===== src/rtl/dash_game_ctrl.sv =====
// dash_game_ctrl: Mario-Dash game sequencer owning game state, level, lava hazards and respawn.
// Define DASH_LAVA_WALL_EN to build the advancing side lava wall; otherwise it is parked off-screen.
module dash_game_ctrl #(
  parameter int WALL_DIV     = 4,
  parameter int WALL_STEP    = 1,
  parameter int RISE_DIV     = 2,
  parameter int LAVA_MAX     = 200,
  parameter int CLEAR_FRAMES = 120
) (
  input  logic       clk,
  input  logic       rst,
  input  logic       frame_tick,
  input  logic       start,
  input  logic [9:0] player_x,
  input  logic [9:0] player_y,
  output logic [2:0] game_state,
  output logic [1:0] level,
  output logic [9:0] lava_wall_x,
  output logic [9:0] lava_height,
  output logic       respawn
);
  typedef enum logic [2:0] {
    RUNNING     = 3'd0,
    GAME_OVER   = 3'd1,
    WIN         = 3'd2,
    LEVEL_CLEAR = 3'd3
  } state_t;

  localparam int RC_W = (RISE_DIV > 1) ? $clog2(RISE_DIV) : 1;
  localparam int CC_W = (CLEAR_FRAMES > 1) ? $clog2(CLEAR_FRAMES) : 1;

  if (WALL_DIV < 1 || WALL_STEP < 1 || RISE_DIV < 1 || CLEAR_FRAMES < 1) begin : g_bad_param
    $error("dash_game_ctrl: dividers, step and clear length must be at least 1");
  end

  function automatic logic [9:0] sat_add(input logic [9:0] a, input logic [10:0] inc,
                                         input logic [10:0] lim);
    logic [10:0] sum;
    sum = {1'b0, a} + inc;
    return (sum > lim) ? lim[9:0] : sum[9:0];
  endfunction

  state_t          state_q, state_d;
  logic            level_q, level_d;
  logic [9:0]      height_q, height_d;
  logic [RC_W-1:0] rise_cnt_q, rise_cnt_d;
  logic [CC_W-1:0] clear_cnt_q, clear_cnt_d;
  logic            pend_q, respawn_q;
  logic            advance, restart;

  logic [10:0] bot, cx, lava_top;
  logic        band_hit, water_hit, wall_hit, lose, goal;

  assign bot      = {1'b0, player_y} + 11'd16;
  assign cx       = {1'b0, player_x} + 11'd8;
  assign lava_top = 11'd480 - {1'b0, height_q};
  assign band_hit = (cx >= 11'd270) && (cx <= 11'd309) && (bot > lava_top);
  assign water_hit = (bot > 11'd400) &&
                     (((cx > 11'd100) && (cx < 11'd200)) ||
                      ((cx > 11'd300) && (cx < 11'd400)) ||
                      ((cx > 11'd500) && (cx < 11'd550)));
  assign lose = level_q ? (water_hit || band_hit)
                        : ((bot > 11'd380) || wall_hit || band_hit);
  assign goal = level_q ? ((player_x >= 10'd600) && (bot <= 11'd400))
                        : ((player_x >= 10'd580) && (bot >= 11'd352) && (bot <= 11'd360));

  always_comb begin
    state_d     = state_q;
    level_d     = level_q;
    clear_cnt_d = clear_cnt_q;
    advance     = 1'b0;
    restart     = 1'b0;
    case (state_q)
      RUNNING: begin
        if (frame_tick) begin
          if (lose)      state_d = GAME_OVER;
          else if (goal) state_d = level_q ? WIN : LEVEL_CLEAR;
          else           advance = 1'b1;
        end
      end
      GAME_OVER: begin
        if (start) begin
          restart = 1'b1;
          state_d = RUNNING;
        end
      end
      WIN: begin
        if (start) begin
          restart = 1'b1;
          level_d = 1'b0;
          state_d = RUNNING;
        end
      end
      LEVEL_CLEAR: begin
        if (frame_tick) begin
          if (clear_cnt_q == CC_W'(CLEAR_FRAMES - 1)) begin
            restart = 1'b1;
            level_d = 1'b1;
            state_d = RUNNING;
          end else begin
            clear_cnt_d = clear_cnt_q + CC_W'(1);
          end
        end
      end
      default: state_d = RUNNING;
    endcase
    if (restart) clear_cnt_d = '0;
  end

  // Rising lava band: moves in both levels, frozen outside RUNNING
  always_comb begin
    rise_cnt_d = rise_cnt_q;
    height_d   = height_q;
    if (restart) begin
      rise_cnt_d = '0;
      height_d   = '0;
    end else if (advance) begin
      if (rise_cnt_q == RC_W'(RISE_DIV - 1)) begin
        rise_cnt_d = '0;
        height_d   = sat_add(height_q, 11'd1, 11'(LAVA_MAX));
      end else begin
        rise_cnt_d = rise_cnt_q + RC_W'(1);
      end
    end
  end

  always_ff @(posedge clk or negedge rst) begin
    if (!rst) begin
      state_q     <= RUNNING;
      level_q     <= 1'b0;
      height_q    <= '0;
      rise_cnt_q  <= '0;
      clear_cnt_q <= '0;
      pend_q      <= 1'b1;
      respawn_q   <= 1'b0;
    end else begin
      state_q     <= state_d;
      level_q     <= level_d;
      height_q    <= height_d;
      rise_cnt_q  <= rise_cnt_d;
      clear_cnt_q <= clear_cnt_d;
      pend_q      <= 1'b0;
      respawn_q   <= pend_q | restart;
    end
  end

`ifdef DASH_LAVA_WALL_EN
  localparam int WC_W = (WALL_DIV > 1) ? $clog2(WALL_DIV) : 1;

  logic [WC_W-1:0] wall_cnt_q, wall_cnt_d;
  logic [9:0]      wall_q, wall_d;

  assign wall_hit = {1'b0, player_x} < ({1'b0, wall_q} + 11'd10);

  // Wall counter runs in both levels but the wall only steps in level 0
  always_comb begin
    wall_cnt_d = wall_cnt_q;
    wall_d     = wall_q;
    if (restart) begin
      wall_cnt_d = '0;
      wall_d     = '0;
    end else if (advance) begin
      if (wall_cnt_q == WC_W'(WALL_DIV - 1)) begin
        wall_cnt_d = '0;
        if (!level_q) wall_d = sat_add(wall_q, 11'(WALL_STEP), 11'd630);
      end else begin
        wall_cnt_d = wall_cnt_q + WC_W'(1);
      end
    end
  end

  always_ff @(posedge clk or negedge rst) begin
    if (!rst) begin
      wall_cnt_q <= '0;
      wall_q     <= '0;
    end else begin
      wall_cnt_q <= wall_cnt_d;
      wall_q     <= wall_d;
    end
  end

  assign lava_wall_x = wall_q;
`else
  assign wall_hit    = 1'b0;
  assign lava_wall_x = 10'd1023;
`endif

  assign game_state = state_q;
  assign level      = {1'b0, level_q};
  assign lava_height = height_q;
  assign respawn    = respawn_q;

endmodule


===== config.mk =====
export PLATFORM = sky130hd
export DESIGN_NAME = dash_game_ctrl
export DESIGN_NICKNAME = d
export VERILOG_FILES = /design/src/rtl/dash_game_ctrl.sv
export SDC_FILE = /design/constraint.sdc
export NUM_CORES = 1
export LEC_CHECK = 0
export CAP_MARGIN = 20
export CELL_PAD_IN_SITES_DETAIL_PLACEMENT = 1
export CELL_PAD_IN_SITES_GLOBAL_PLACEMENT = 1
export CORE_MARGIN = 2
export CORE_UTILIZATION = 40
export CTS_CLUSTER_SIZE = 8
export DETAILED_ROUTE_END_ITERATION = 10
export GPL_ROUTABILITY_DRIVEN = 0
export PLACE_DENSITY_LB_ADDON = 0.1
export SLEW_MARGIN = 25
export SYNTH_ARGS = -nofsm -noshare
export SYNTH_HDL_FRONTEND = slang
export SYNTH_SLANG_ARGS = --single-unit

===== constraint.sdc =====
create_clock -name clk -period 4.6 [get_ports clk]
set_clock_uncertainty 0.15 [all_clocks]
set_input_delay 1.38 -clock clk [delete_from_list [all_inputs] [get_ports clk]]
set_output_delay 1.38 -clock clk [all_outputs]
set_load 0.01 [all_outputs]

==> results.md <==
- Tcrit/Tclk final: 0.955
- Crit path max-delay cell type: clkdlybuf4s50_1
- Hold-fix buffers, CTS: 0
- Outcome: finished clean
- Post-synthesis cell count: 339
- Vias: between 2000 and 3000
- Hold crit path type: flip-flop to flip-flop
- Buf+Inv Stages, Crit Path: 2
- WHS Path Cells: 1
- N_diodes: 0
- Most frequent CP cell: a21oi_1
- Share of post-route cells with drive strength above 1: 0.103
- Die footprint: 7580 um2
- Number of synthesized flops with an enable pin: 0
- Largest net degree at the start of global routing: 24
- # DRC: 0
- Antenna violations before repair: 0
- Least-Margin Pin Slew: 554 ps
- YS warnings: 0
- Drt via density: 5.57
- Layout area overhead: 18.3%
- CTS resizes: 0
- Pwr/cell area: 255 nW/um2
- Commonest non-fill, non-tap cell in the layout: clkdlybuf4s50_1
- Max_slew headroom: 0.631
- Finish-stage setup viols: 0
- Remaining antenna violation count: 0
- CTS H-tree depth: 1
- RSZ-0062 raised after global routing: no
- Worst-skew pair later-pin latency: between 200 and 300 ps
- Fmax: 0.228 GHz
- Lkg Pwr: 1.41 nW
- CTS Buffer Depth: 2
- WL per Instance: 16.3 um
- Die height: between 80 and 90 um
- Clock sinks: 23
- Commonest cells after routing, fill and taps aside: clkdlybuf4s50_1, nor2_1, ha_1
- Hpwl dp: 5790 um
- Crit-path leading delay family: simple AND/OR/NAND/NOR gates
- Die width: between 80 and 90 um
- Setup Buffers After CTS: 0
- Gr usage total: 0.200
- First-pass GRT wire length: 12500 um
- Crit path cell chain: clkdlybuf4s50_1, ha_1, buf_4, xor2_1, ha_1, a21oi_1, a21oi_1, nor4_1, o32a_4, nand4_4, or4b_1, a21oi_1
- Via count of the first global-routing pass: 2615
- Max Transition Viols Final: 0
- Total power after layout: 834 uW
- Initial DRC count: 46
- VDD IR max: 0.182 mV
- Startpoint Class: primary input
- Clk root buf: clkbuf_8
- Grt total ovfl: 0
- CP peak stage delay: 580 ps
- Max-Cap Viols: 0
- Syn Std Cell Area: about 2800 um2
- Yosys cell types: 69
- Wirelength, routed: about 7500 um
- Site Rows: 30
- Crit Path Class: primary input to flip-flop
- Final Util: 0.486
- Port bufs: 37
- TritonRoute pass-1 iters: 4
- CTS tree: built
- Initial Util: 0.411
- Crit Path Max Fanout: 6
- Hold Vio Cnt, Final: 0
- I/O pin count: 50
- Worst reg2reg path depth: 15
- CP Depth: 12
- Asr flop ratio synth: 1.00
- Crit path required time: approximately 4700 ps
- Placeable Area: 6720 um2
- Period minus WS final: 4390 ps
- Average size of a mapped cell: 8.14 um2
- CTS buffer count: 3
- Top FF cell, synth: dfrtp_1
- Nets@finish: 430
- Post-synthesis sequential area ratio: 0.209
- Clk slew on worst S/H paths: around 90 ps
- Yosys reg bits: 23
- Crit. End Element: flip-flop
- Arrival time at the worst endpoint: roughly 4500 ps
## where the power goes
part           internal (mW)  switching [mW]  total (mW)  leakage [nW]
clock network         0.0607          0.0719       0.133        0.0255
registers              0.229          0.0373       0.267         0.310
logic                  0.195           0.240       0.434          1.07
total                  0.485           0.349       0.834          1.41
## through the flow
| stage | hold WS [ps] | cell area (um2) | cells | TNS, ps | worst slack (ps) |
|---|---|---|---|---|---|
| detailed placement | 362 | 3220 | 454 | -99.9 | -72.0 |
| finish | 376 | 3260 | 458 | 0 | 208 |
| global placement | 368 | 3220 | 454 | 0 | 12.5 |
| CTS | 385 | 3260 | 458 | 0 | 210 |
| floorplan | 352 | 2800 | 350 | 0 | 650 |
| global route | 395 | 3260 | 458 | 0 | 25.7 |
## worst reg2reg max path: stages, from the launching register on
cell and delay, ps:
dfrtp_1 570, inv_1 150, ha_1 260, nand2_1 110, o21a_1 170, nand3_1 110, xnor2_1 160, ha_1 300
nand4_1 170, nor3_1 280, a211oi_1 80, nand4_1 120, o32a_4 180, nand4_4 110, or4b_1 520, a21oi_1 150
## kinds of logic (layout without fill, tap and decap cells)
group / count (synthesis) / count (layout) / synth area share
adders and majority gates: 27 / 27 / 0.122
AOI/OAI and AO/OA: 84 / 84 / 0.225
other: 2 / 13 / 0.00272
buffers and inverters: 47 / 75 / 0.0884
and+or+nand+nor: 127 / 127 / 0.256
xor gates and xnor gates: 25 / 25 / 0.0793
DFF: 23 / 23 / 0.209
muxes: 4 / 4 / 0.0168
## sequential cells by signal, summed over array words and instances (netlist names)
name,flops
respawn,1
level_q,1
rise_cnt_q,1
game_state,2
pend_q,1
lava_height,10
clear_cnt_q,7
## final cells by class
class / instances / area, um2
tap: 80 / 100
timing repair buffer: 55 / 500
clock inverter: 1 / 5.00
multi-input combinational: 280 / 1980
fill: 822 / 3450
inverter: 16 / 60.1
clock buffer: 3 / 41.3
sequential: 23 / 577
## routing by layer
| layer | track usage | up-vias | part of all wire |
|---|---|---|---|
| met5 | 0 | - | 0 |
| met4 | 0.0384 | 0 | 0.0060 |
| met3 | 0.0142 | 4 | 0.024 |
| met2 | 0.340 | 35 | 0.48 |
| met1 | 0.278 | 1223 | 0.49 |
| li1 | - | 1291 | - |
## worst paths after layout
kind	to	start	slack (ps)
setup / recovery	lava_height[5]	player_y[5]	210
hold / removal	respawn	pend_q	380
setup reg to reg	lava_height[5]	lava_height[0]	930
hold reg to reg	respawn	pend_q	380
max in group asynchronous	pend_q	rst	2980
min in group asynchronous	lava_height[7]	rst	930
## cell usage after synthesis, drive strengths merged (2+ instances only)
library cell  count  area [um2]
nor2             29         109
conb              2        7.51
a32o              2        20.0
o21ai             7        35.0
o31a              3        26.3
nand4            11        83.8
ha               27         338
nand2b            5        31.3
xnor2            12         105
and2              4        27.5
a21oi            22         110
o211a             2        20.0
and4b             2        20.0
o211ai            6        45.0
a21boi            2        15.0
a31oi             3        18.8
a31o              2        17.5
nor4b             2        17.5
buf              20         143
or4b              2        20.0
o2111ai           3        26.3
a2bb2oi           2        17.5
nor2b             6        37.5
nand2            22        82.6
or3               4        25.0
a211oi            4        30.0
clkbuf           11        41.3
nand3            15        80.1
a32oi             4        35.0
o221ai            2        17.5
a211o             2        18.8
and3              7        43.8
or2               4        25.0
mux2i             2        20.0
inv              16        60.1
dfrtp            22         551
a221oi            2        17.5
mux2              2        26.3
xor2             13         114
nor4              2        12.5
o21a              3        22.5
nand3b            3        22.5
nor3              3        15.0
No activity file was read; power rests on OpenSTA's default activity.
